<file path="config.mk">
export PLATFORM = sky130hd
export DESIGN_NAME = inst_fetch_sched_flat
export DESIGN_NICKNAME = d
export VERILOG_FILES = /design/src/rtl/inst_fetch_sched_pkg.sv /design/src/rtl/inst_fetch_sched_if.sv /design/src/rtl/inst_fetch_sched_opdecode.sv /design/src/rtl/inst_fetch_sched.sv /design/src/flat_wrapper.sv
export SDC_FILE = /design/constraint.sdc
export NUM_CORES = 1
export LEC_CHECK = 0
export CELL_PAD_IN_SITES_DETAIL_PLACEMENT = 0
export CELL_PAD_IN_SITES_GLOBAL_PLACEMENT = 1
export CORE_AREA = 2 2 228 230
export DETAILED_ROUTE_END_ITERATION = 16
export DIE_AREA = 0 0 230 232
export GPL_ROUTABILITY_DRIVEN = 0
export PLACE_DENSITY = 0.65
export SLEW_MARGIN = 20
export SYNTH_ARGS = -nofsm -noshare
export SYNTH_HDL_FRONTEND = slang
export SYNTH_SLANG_ARGS = --single-unit
</file>
<file path="constraint.sdc">
create_clock -name clk -period 2.4 [get_ports clk]
set_input_delay 0.48 -clock clk [delete_from_list [all_inputs] [get_ports clk]]
set_output_delay 0.48 -clock clk [all_outputs]
set_load 0.01 [all_outputs]
</file>
<file path="src/rtl/inst_fetch_sched_pkg.sv">
// rtl/inst_fetch_sched_pkg.sv - shared opcodes, channel count and FSM state type for the instruction sequencer
package inst_sched_pkg;

    localparam int NUM_CH = 5;

    localparam logic [7:0] OP_SEND_INST  = 8'h10;
    localparam logic [7:0] OP_SEND_DATA  = 8'h11;
    localparam logic [7:0] OP_GET_DATA   = 8'h12;
    localparam logic [7:0] OP_FREE       = 8'h13;
    localparam logic [7:0] OP_GET_STATUS = 8'h14;
    localparam logic [7:0] OP_END        = 8'h1F;

    typedef enum logic [2:0] {
        IDLE,
        FETCH,
        WAIT_RD,
        DECODE,
        DISPATCH,
        EXEC,
        DONE
    } state_t;

    typedef logic [2:0] ch_idx_t;

endpackage

</file>
<file path="src/rtl/inst_fetch_sched_if.sv">
// rtl/inst_fetch_sched_if.sv - BRAM read port and handler dispatch bundle
interface inst_fetch_sched_if;
    import inst_sched_pkg::*;

    logic              RD_START;
    logic [31:0]       RD_ADDR;
    logic [127:0]      RD_DATA;
    logic              RD_DONE;
    logic [NUM_CH-1:0] disp_valid;
    logic [127:0]      disp_inst;
    logic [NUM_CH-1:0] disp_ready;
    logic [NUM_CH-1:0] disp_done;

    modport master (
        output RD_START, RD_ADDR, disp_valid, disp_inst,
        input  RD_DATA, RD_DONE, disp_ready, disp_done
    );

    modport slave (
        input  RD_START, RD_ADDR, disp_valid, disp_inst,
        output RD_DATA, RD_DONE, disp_ready, disp_done
    );
endinterface

</file>
<file path="src/rtl/inst_fetch_sched_opdecode.sv">
// rtl/inst_fetch_sched_opdecode.sv - combinational opcode to channel/end/illegal classifier
module inst_opdecode
    import inst_sched_pkg::*;
(
    input  logic [7:0]        op,
    output logic [NUM_CH-1:0] ch_onehot,
    output logic              is_end,
    output logic              is_illegal
);

    // Exactly one of ch_onehot, is_end, is_illegal is active for any opcode
    always_comb begin
        ch_onehot  = '0;
        is_end     = 1'b0;
        is_illegal = 1'b0;
        case (op)
            OP_SEND_INST:  ch_onehot = 5'b00001;
            OP_SEND_DATA:  ch_onehot = 5'b00010;
            OP_GET_DATA:   ch_onehot = 5'b00100;
            OP_FREE:       ch_onehot = 5'b01000;
            OP_GET_STATUS: ch_onehot = 5'b10000;
            OP_END:        is_end    = 1'b1;
            default:       is_illegal = 1'b1;
        endcase
    end

endmodule

</file>
<file path="src/rtl/inst_fetch_sched.sv">
// rtl/inst_fetch_sched.sv - instruction fetch/decode/dispatch sequencer; INST_FETCH_PREFETCH_EN adds a one-entry prefetch
module inst_fetch_sched
    import inst_sched_pkg::*;
#(
    parameter logic [31:0] BASE_ADDR = 32'hC000_0000,
    parameter int unsigned ADDR_STEP = 16,
    parameter int unsigned MAX_INST  = 256
) (
    input  logic               clk,
    input  logic               rst,
    input  logic               start,
    output logic               busy,
    output logic               finish,
    output logic               err,
    output logic [15:0]        inst_count,
    inst_fetch_sched_if.master bus
);

    localparam logic [31:0] STEP32 = 32'(ADDR_STEP);
    localparam logic [15:0] MAX16  = 16'(MAX_INST);

    state_t            state_q, state_d;
    logic [31:0]       ptr_q, ptr_d;
    logic [15:0]       cnt_q, cnt_d;
    logic [127:0]      inst_q, inst_d;
    logic [NUM_CH-1:0] ch_q, ch_d;
    logic              busy_q, busy_d;
    logic              finish_q, finish_d;
    logic              err_q, err_d;
    logic              rd_start_q, rd_start_d;
    logic [31:0]       rd_addr_q, rd_addr_d;
    logic [NUM_CH-1:0] disp_valid_q, disp_valid_d;
    logic [127:0]      disp_inst_q, disp_inst_d;

`ifdef INST_FETCH_PREFETCH_EN
    logic [127:0]      pf_buf_q, pf_buf_d;
    logic              pf_vld_q, pf_vld_d;
    logic              pf_pend_q, pf_pend_d;
`endif

    logic [NUM_CH-1:0] dec_oh;
    logic              dec_end;
    logic              dec_ill;
    logic              hs_hit;
    logic              done_hit;
    logic [15:0]       cnt_inc;
    logic [31:0]       ptr_inc;

    inst_opdecode u_dec (
        .op         (inst_q[127:120]),
        .ch_onehot  (dec_oh),
        .is_end     (dec_end),
        .is_illegal (dec_ill)
    );

    // Only the selected channel's ready/done matter; other channels are masked off
    assign hs_hit   = |(bus.disp_ready & disp_valid_q);
    assign done_hit = |(bus.disp_done & ch_q);
    assign cnt_inc  = cnt_q + 16'd1;
    assign ptr_inc  = ptr_q + STEP32;

    // Next-state and next-output computation for the sequencer FSM
    always_comb begin
        state_d      = state_q;
        ptr_d        = ptr_q;
        cnt_d        = cnt_q;
        inst_d       = inst_q;
        ch_d         = ch_q;
        busy_d       = busy_q;
        finish_d     = 1'b0;
        err_d        = err_q;
        rd_start_d   = rd_start_q;
        rd_addr_d    = rd_addr_q;
        disp_valid_d = disp_valid_q;
        disp_inst_d  = disp_inst_q;
`ifdef INST_FETCH_PREFETCH_EN
        pf_buf_d     = pf_buf_q;
        pf_vld_d     = pf_vld_q;
        pf_pend_d    = pf_pend_q;
`endif
        case (state_q)
            IDLE: begin
                if (start) begin
                    ptr_d   = BASE_ADDR;
                    cnt_d   = 16'd0;
                    err_d   = 1'b0;
                    busy_d  = 1'b1;
                    state_d = FETCH;
                end
            end
            FETCH: begin
                if (cnt_q == MAX16) begin
                    err_d   = 1'b1;
                    state_d = DONE;
                end else begin
                    rd_start_d = 1'b1;
                    rd_addr_d  = ptr_q;
                    state_d    = WAIT_RD;
                end
            end
            WAIT_RD: begin
                if (bus.RD_DONE) begin
                    inst_d     = bus.RD_DATA;
                    rd_start_d = 1'b0;
                    state_d    = DECODE;
                end
            end
            DECODE: begin
                if (dec_end) begin
                    state_d = DONE;
                end else if (dec_ill) begin
                    err_d   = 1'b1;
                    state_d = DONE;
                end else begin
                    ch_d         = dec_oh;
                    disp_valid_d = dec_oh;
                    disp_inst_d  = inst_q;
                    state_d      = DISPATCH;
                end
            end
            DISPATCH: begin
                if (hs_hit) begin
                    disp_valid_d = '0;
                    cnt_d        = cnt_inc;
                    ptr_d        = ptr_inc;
                    if (done_hit) begin
                        state_d = FETCH;
                    end else begin
                        state_d = EXEC;
`ifdef INST_FETCH_PREFETCH_EN
                        // Overlap the next read with handler execution
                        if (cnt_inc < MAX16) begin
                            rd_start_d = 1'b1;
                            rd_addr_d  = ptr_inc;
                            pf_pend_d  = 1'b1;
                        end
`endif
                    end
                end
            end
            EXEC: begin
`ifdef INST_FETCH_PREFETCH_EN
                if (pf_pend_q && bus.RD_DONE) begin
                    pf_buf_d   = bus.RD_DATA;
                    pf_vld_d   = 1'b1;
                    pf_pend_d  = 1'b0;
                    rd_start_d = 1'b0;
                end
                if (done_hit) begin
                    if (pf_vld_q) begin
                        inst_d   = pf_buf_q;
                        pf_vld_d = 1'b0;
                        state_d  = DECODE;
                    end else if (pf_pend_q && bus.RD_DONE) begin
                        inst_d   = bus.RD_DATA;
                        pf_vld_d = 1'b0;
                        state_d  = DECODE;
                    end else if (pf_pend_q) begin
                        // Read still in flight: WAIT_RD finishes it with RD_START held high
                        pf_pend_d = 1'b0;
                        state_d   = WAIT_RD;
                    end else begin
                        state_d = FETCH;
                    end
                end
`else
                if (done_hit) begin
                    state_d = FETCH;
                end
`endif
            end
            DONE: begin
                finish_d = 1'b1;
                busy_d   = 1'b0;
                state_d  = IDLE;
`ifdef INST_FETCH_PREFETCH_EN
                pf_buf_d  = '0;
                pf_vld_d  = 1'b0;
                pf_pend_d = 1'b0;
`endif
            end
            default: begin
                state_d = IDLE;
            end
        endcase
    end

    // State and registered outputs; reset aborts any run without a finish pulse
    always_ff @(posedge clk) begin
        if (rst) begin
            state_q      <= IDLE;
            ptr_q        <= '0;
            cnt_q        <= '0;
            inst_q       <= '0;
            ch_q         <= '0;
            busy_q       <= 1'b0;
            finish_q     <= 1'b0;
            err_q        <= 1'b0;
            rd_start_q   <= 1'b0;
            rd_addr_q    <= '0;
            disp_valid_q <= '0;
            disp_inst_q  <= '0;
`ifdef INST_FETCH_PREFETCH_EN
            pf_buf_q     <= '0;
            pf_vld_q     <= 1'b0;
            pf_pend_q    <= 1'b0;
`endif
        end else begin
            state_q      <= state_d;
            ptr_q        <= ptr_d;
            cnt_q        <= cnt_d;
            inst_q       <= inst_d;
            ch_q         <= ch_d;
            busy_q       <= busy_d;
            finish_q     <= finish_d;
            err_q        <= err_d;
            rd_start_q   <= rd_start_d;
            rd_addr_q    <= rd_addr_d;
            disp_valid_q <= disp_valid_d;
            disp_inst_q  <= disp_inst_d;
`ifdef INST_FETCH_PREFETCH_EN
            pf_buf_q     <= pf_buf_d;
            pf_vld_q     <= pf_vld_d;
            pf_pend_q    <= pf_pend_d;
`endif
        end
    end

    assign busy           = busy_q;
    assign finish         = finish_q;
    assign err            = err_q;
    assign inst_count     = cnt_q;
    assign bus.RD_START   = rd_start_q;
    assign bus.RD_ADDR    = rd_addr_q;
    assign bus.disp_valid = disp_valid_q;
    assign bus.disp_inst  = disp_inst_q;

endmodule
</file>
<file path="src/flat_wrapper.sv">
// flat-port wrapper written by rule: the top's interface ports become plain ports
module inst_fetch_sched_flat import inst_sched_pkg::*;
#(
    parameter logic [31:0] BASE_ADDR = 32'hC000_0000,
    parameter int unsigned ADDR_STEP = 16,
    parameter int unsigned MAX_INST  = 256
)
  (clk, rst, start, busy, finish, err, inst_count, bus_RD_START, bus_RD_ADDR, bus_disp_valid, bus_disp_inst, bus_RD_DATA, bus_RD_DONE, bus_disp_ready, bus_disp_done);
  inst_fetch_sched_if bus_i ();
  input  logic clk;
  input  logic rst;
  input  logic start;
  output logic busy;
  output logic finish;
  output logic err;
  output logic [15:0] inst_count;
  output wire logic [$bits(bus_i.RD_START)-1:0] bus_RD_START;
  output wire logic [$bits(bus_i.RD_ADDR)-1:0] bus_RD_ADDR;
  output wire logic [$bits(bus_i.disp_valid)-1:0] bus_disp_valid;
  output wire logic [$bits(bus_i.disp_inst)-1:0] bus_disp_inst;
  input wire logic [$bits(bus_i.RD_DATA)-1:0] bus_RD_DATA;
  input wire logic [$bits(bus_i.RD_DONE)-1:0] bus_RD_DONE;
  input wire logic [$bits(bus_i.disp_ready)-1:0] bus_disp_ready;
  input wire logic [$bits(bus_i.disp_done)-1:0] bus_disp_done;
  assign bus_RD_START = bus_i.RD_START;
  assign bus_RD_ADDR = bus_i.RD_ADDR;
  assign bus_disp_valid = bus_i.disp_valid;
  assign bus_disp_inst = bus_i.disp_inst;
  assign bus_i.RD_DATA = bus_RD_DATA;
  assign bus_i.RD_DONE = bus_RD_DONE;
  assign bus_i.disp_ready = bus_disp_ready;
  assign bus_i.disp_done = bus_disp_done;
  inst_fetch_sched #(.BASE_ADDR(BASE_ADDR), .ADDR_STEP(ADDR_STEP), .MAX_INST(MAX_INST)) u_core (.clk(clk), .rst(rst), .start(start), .busy(busy), .finish(finish), .err(err), .inst_count(inst_count), .bus(bus_i));
endmodule
</file>
Yosys cells after proc, flatten, opt, wreduce, memory -nomap -nowiden
Index checks and enable logic that the tools add are counted.
{"block": "totals", "out_inout_bits": 185, "input_bits": 142, "wordCells": 90, "regBits": 353}
{"block": "op_classes", "bitwise": 4, "n_reduce_logical": 18, "mux": 32, "addsub": 2, "eq_ne": 22}
{"operator": "$mux 32", "n": 2}
{"operator": "$pmux 32 s2", "n": 1}
{"operator": "$eq 8x5->1 const B", "n": 6}
{"operator": "$add 32x5->32 const B", "n": 1}
{"operator": "$mux 16", "n": 2}
{"operator": "$pmux 16 s2", "n": 1}
{"operator": "$pmux 5 s5", "n": 1}
{"operator": "$mux 3", "n": 7}
{"operator": "$pmux 3 s6", "n": 1}
{"operator": "$add 16x1->16 const B", "n": 1}
{"operator": "$eq 16x9->1 const B", "n": 1}
{"operator": "$mux 5", "n": 3}
{"operator": "$ne 2x2->1 const B", "n": 6}
{"operator": "$and 5x5->5", "n": 2}
{"operator": "$pmux 5 s2", "n": 1}
{"operator": "$reduce_or 5->1", "n": 2}
{"operator": "$eq 3x3->1 const B", "n": 3}
{"operator": "$mux 1", "n": 9}
{"operator": "$reduce_and 3->1", "n": 3}
{"operator": "$reduce_and 4->1", "n": 2}
{"operator": "$reduce_bool 2->1", "n": 4}
{"operator": "$eq 3x2->1 const B", "n": 2}
{"operator": "$ne 2x1->1 const B", "n": 3}
{"operator": "$reduce_and 2->1", "n": 3}
{"operator": "9 further kinds", "n": 11}

Logic depth before layout (Yosys ltp)
{"block": "logic_depth", "word_depth": 5, "depth_mapped": 9, "mapped_depth_nobuf": 7}

By module
From an unflattened synthesis, not the netlist that was laid out.
{"block": "unflattened", "hier_cells": 1589, "hier_area_um2": 12742.2}
{"mod": "inst_fetch_sched", "n_inst": 1, "cells_per_inst": 1574, "seq_area_each_um2": 6906.6, "area_per_inst_um2": 12633.4}
{"mod": "inst_opdecode", "n_inst": 1, "cells_per_inst": 15, "seq_area_each_um2": 0.0, "area_per_inst_um2": 108.9}

Worst setup path before layout
Ideal clock, no wire load.
{"block": "synth_timing", "path_kind": "input -> register", "startpoint": "input bus_disp_ready[1]", "endpoint": "register u_core.cnt_q[2] (netlist: u_core.inst_count[2])", "setup_slack_ns": 0.371, "required_time_ns": 2.272, "arrival_ns": 1.902, "n_path_buf": 2, "setup_time_ns": 0.128, "cell_stages": 7, "path_cell_list": "a222oi_1 -> nand3_1 -> clkbuf_1 -> clkbuf_1 -> nand3_1 -> xor2_1 -> nor2_1"}
{"block": "synth_between", "elab_chain_cells": 4}
{"element": "start: declaration", "line": "flat_wrapper.sv:23", "text": "input wire logic [$bits(bus_i.disp_ready)-1:0] bus_disp_ready;"}
{"element": "$and 5x5->5", "line": "inst_fetch_sched.sv:57", "text": "assign hs_hit = |(bus.disp_ready & disp_valid_q);"}
{"element": "$reduce_or 5->1", "line": "inst_fetch_sched.sv:57"}
{"element": "$ne 2x1->1 (no line)"}
{"element": "$reduce_and 3->1 (no line)"}
{"element": "end signal: assignment", "line": "inst_fetch_sched.sv:211", "text": "cnt_q <= cnt_d;"}
{"element": "end: declaration", "line": "inst_fetch_sched.sv:24", "text": "logic [15:0] cnt_q, cnt_d;"}
Every way passes these cells.
A chain may end at the register's enable or synchronous reset.

Worst setup path in the final report
{"block": "layout_timing", "startpoint": "register u_core.cnt_q[0] (netlist: u_core.inst_count[0])", "endpoint": "register u_core.rd_addr_q[21] (netlist: u_core.bus.RD_ADDR[21])"}
{"block": "layout_between", "elab_chain_cells": 3}
{"element": "$eq 16x9->1", "line": "inst_fetch_sched.sv:92", "text": "if (cnt_q == MAX16) begin"}
{"element": "$not 1->1 (no line)"}
{"element": "$reduce_and 2->1 (no line)"}
{"element": "end signal: assignment", "line": "inst_fetch_sched.sv:218", "text": "rd_addr_q <= rd_addr_d;"}
{"element": "end: declaration", "line": "inst_fetch_sched.sv:31", "text": "logic [31:0] rd_addr_q, rd_addr_d;"}
Every way passes these cells.

==> reports/summary.txt <==
CP max stage delay -> 0.36 ns
Final Hold Fails -> 0
First-pass GRT wire length -> 61.5 mm
Crit path cell chain -> inv_1, ha_1, nor4b_1, nand4_1, nand4_1, buf_12, mux2i_1, nor2_1
Design Area, Final -> 18100 sq um
Final Hold Slack -> 0.383 ns
Design internal power -> 9.73 mW
Tot Pwr -> 12.7 mW
CTS Buf Count -> 40
Root Buffer -> clkbuf_16
Largest area contributor in the netlist -> dfxtp_1
Final worst clock skew -> 0.0224 ns
Worst endpoint required time -> 2.79 ns
Yosys reg bits -> 345
Max Clock Freq -> 473 MHz
Async S/R FF share, synth -> 0%
Num rows -> 83
Post-CTS Setup Inserts -> 0
Initial core utilization -> 24.8%
Dpl hpwl -> 27.0 mm
Area of the die -> 53400 sq um
Sequential share of power -> 46.5%
Number of synthesized flops with an enable pin -> 0
Period minus WS final -> 2.11 ns
Worst-skew pair later-pin latency -> 0.55 ns
# nets final -> 2006
Critical Path Start Type -> flip-flop
Unique masters post-synth -> 54
Synthesized area per cell -> 8.10 sq um
CP most frequent cell -> nand4_1
Initial antenna violation count -> 4
CTS tree -> yes
H-tree Lvls -> 2
Multi-input logic area -> 5260 sq um
Rel. slew slack -> 43.9%
DRC viols -> 0
Peak supply drop -> 0.000427 V
Switch Pwr -> 3.01 mW
Reg area -> 6910 sq um
Sum of buffers and inverters on the critical path -> 2
Final setup violation count -> 0
Sum Neg Setup Slack -> 0 ns
Mean number of vias per cell -> 4.46
Status -> complete, no violations
Cell count after synthesis -> 1559
PD cells -> 704 nW/um^2
Vias in the first global route -> 10.9k
Leak -> 6.14 nW
Hold-fix buffers, CTS -> 0
Core ar. -> 50900 sq um
Synth warn -> 0
Via total after detailed routing -> 11.5k
Max-slew violation count -> 0
Crit share post-route -> 88.1%
Setup crit end kind -> flip-flop
Largest delay contributor family on the critical path -> simple AND/OR/NAND/NOR gates
Per-cell routed wire length -> 15.5 um
Sw Ratio -> 23.6%
Filler Cells Inserted -> 5297
Routed Antenna Nets -> 0
Hold Crit Class -> in -> reg
Synth top cells by count -> nand2_1 (530), dfxtp_1 (345), a21oi_1 (277)
Top-count cell post-synth -> nand2_1
First DRT Iteration DRCs -> 660
Area share of the largest cell type after synthesis -> 54.7%
Drt pass-1 iters -> 6
Layout cells sized above 1 -> 6.30%
Die X -> 230 um
Max clock buf depth -> 3
Io pins -> 327
Comb power frac -> 7.5%
Area contributors post-synth -> dfxtp_1 (55%), nand2_1 (16%), a21oi_1 (11%)
Post-CTS Resized -> 0
CTS Sinks -> 345
Worst-margin pin slew -> 0.834 ns
CP arrival -> 2.50 ns
Placed instance area -> 16800 sq um
Clock power share -> 46.0%
Cell area after synthesis -> 12600 sq um
Total track usage -> 14.4%
Largest fanout on the critical path -> 29
RSZ-0062 raised after global routing -> no
Final Util -> 35.6%
DRT Wirelength -> 39.9 mm
Max Cap Viol -> 0
Die Y-Extent -> 232 um
Seq/Total Area, Yosys -> 54.7%
Clock Pin Slew Worst Setup and Hold Paths -> 0.06 ns
Remaining Overflow, GRT -> 0
Largest net degree at the start of global routing -> 93
CP Class -> reg -> reg
Critical-path top delay cell -> dfxtp_1
Area grow syn2layout -> 43.3%
I/O Buffers -> 322
Ys flop type -> dfxtp_1
state kept, by name, indices dropped and copies added, names as in the netlist:
register,flops
u_core.bus.RD_ADDR,28
u_core.bus.RD_START,1
u_core.bus.disp_inst,128
u_core.bus.disp_valid,5
u_core.busy,1
u_core.ch_q,5
u_core.err,1
u_core.finish,1
u_core.inst_count,16
u_core.inst_q,128
u_core.ptr_q,28
u_core.state_q,3
metal layers:
layer,track usage [%],vias to the layer above,part of all wire (%)
li1,-,5739,-
met5,0,-,0.025
met1,18.4,5380,45
met3,3.54,68,6.1
met4,5.67,2,2.8
met2,23.4,273,46
power by group through the flow:
stage | registers (mW) | logic (mW) | clock network [mW]
6_report | 5.93 | 0.959 | 5.85
4_1_cts | 5.92 | 0.972 | 6.08
3_3_place_gp | 6.05 | 0.963 | 0
2_1_floorplan | 6.03 | 0.490 | 0
3_5_place_dp | 6.05 | 0.969 | 0
5_1_grt | 5.94 | 1.05 | 6.31
cells by family (layout without fill, tap and decap cells):
| group | Yosys count | in the layout | share of synthesized area, % |
|---|---|---|---|
| other | 1 | 7 | 0.0297 |
| buffers and inverters | 121 | 447 | 3.98 |
| and+or+nand+nor | 716 | 716 | 23.7 |
| DFF | 345 | 345 | 54.7 |
| muxes | 29 | 29 | 2.30 |
| adders and majority gates | 3 | 3 | 0.297 |
| xor gates and xnor gates | 28 | 28 | 1.94 |
| AOI/OAI and AO/OA | 316 | 316 | 13.0 |
metrics by stage:
step	cells	setup WS (ns)
after floorplan	1562	0.371
after global placement	2499	0.00321
after detailed placement	2499	0.00401
after CTS	2568	0.269
after global routing	2571	0.0479
final	2571	0.287
worst paths after layout:
check | from | end | slack (ns) | cells after the start
setup / recovery | u_core.inst_count[0]$_SDFFE_PP0P_ | u_core.bus.RD_ADDR[21]$_SDFFE_PP0P_ | 0.29 | 8
hold / removal | rst | u_core.bus.RD_ADDR[11]$_SDFFE_PP0P_ | 0.38 | 2
setup reg to reg | u_core.inst_count[0]$_SDFFE_PP0P_ | u_core.bus.RD_ADDR[21]$_SDFFE_PP0P_ | 0.29 | 8
hold reg to reg | u_core.inst_q[36]$_SDFFE_PP0P_ | u_core.bus.disp_inst[36]$_SDFFE_PP0P_ | 0.43 | 2
cell usage in the layout (no fill, tap or decap), types with 12 or more instances in the layout:
master	Yosys	final
o21ai_0	16	16
clkbuf_8	0	12
nor3_1	14	12
clkbuf_16	0	40
a21oi_1	277	277
nor2_1	74	74
nand2_1	530	530
mux2i_1	29	29
dfxtp_1	345	345
clkdlybuf4s50_1	0	321
nand4_1	21	21
buf_4	4	33
xor2_1	21	21
buf_12	0	15
nand3_1	21	20
cell type report:
cell class	instances	area share, %
multi-input combinational	1096	29.1
sequential	345	38.2
antenna	3	0.0415
clock inverter	10	0.422
clock buffer	59	6.59
inverter	8	0.166
tap	680	4.70
timing repair buffer	370	20.9
Note: power is estimated with default switching activity, not from simulation.
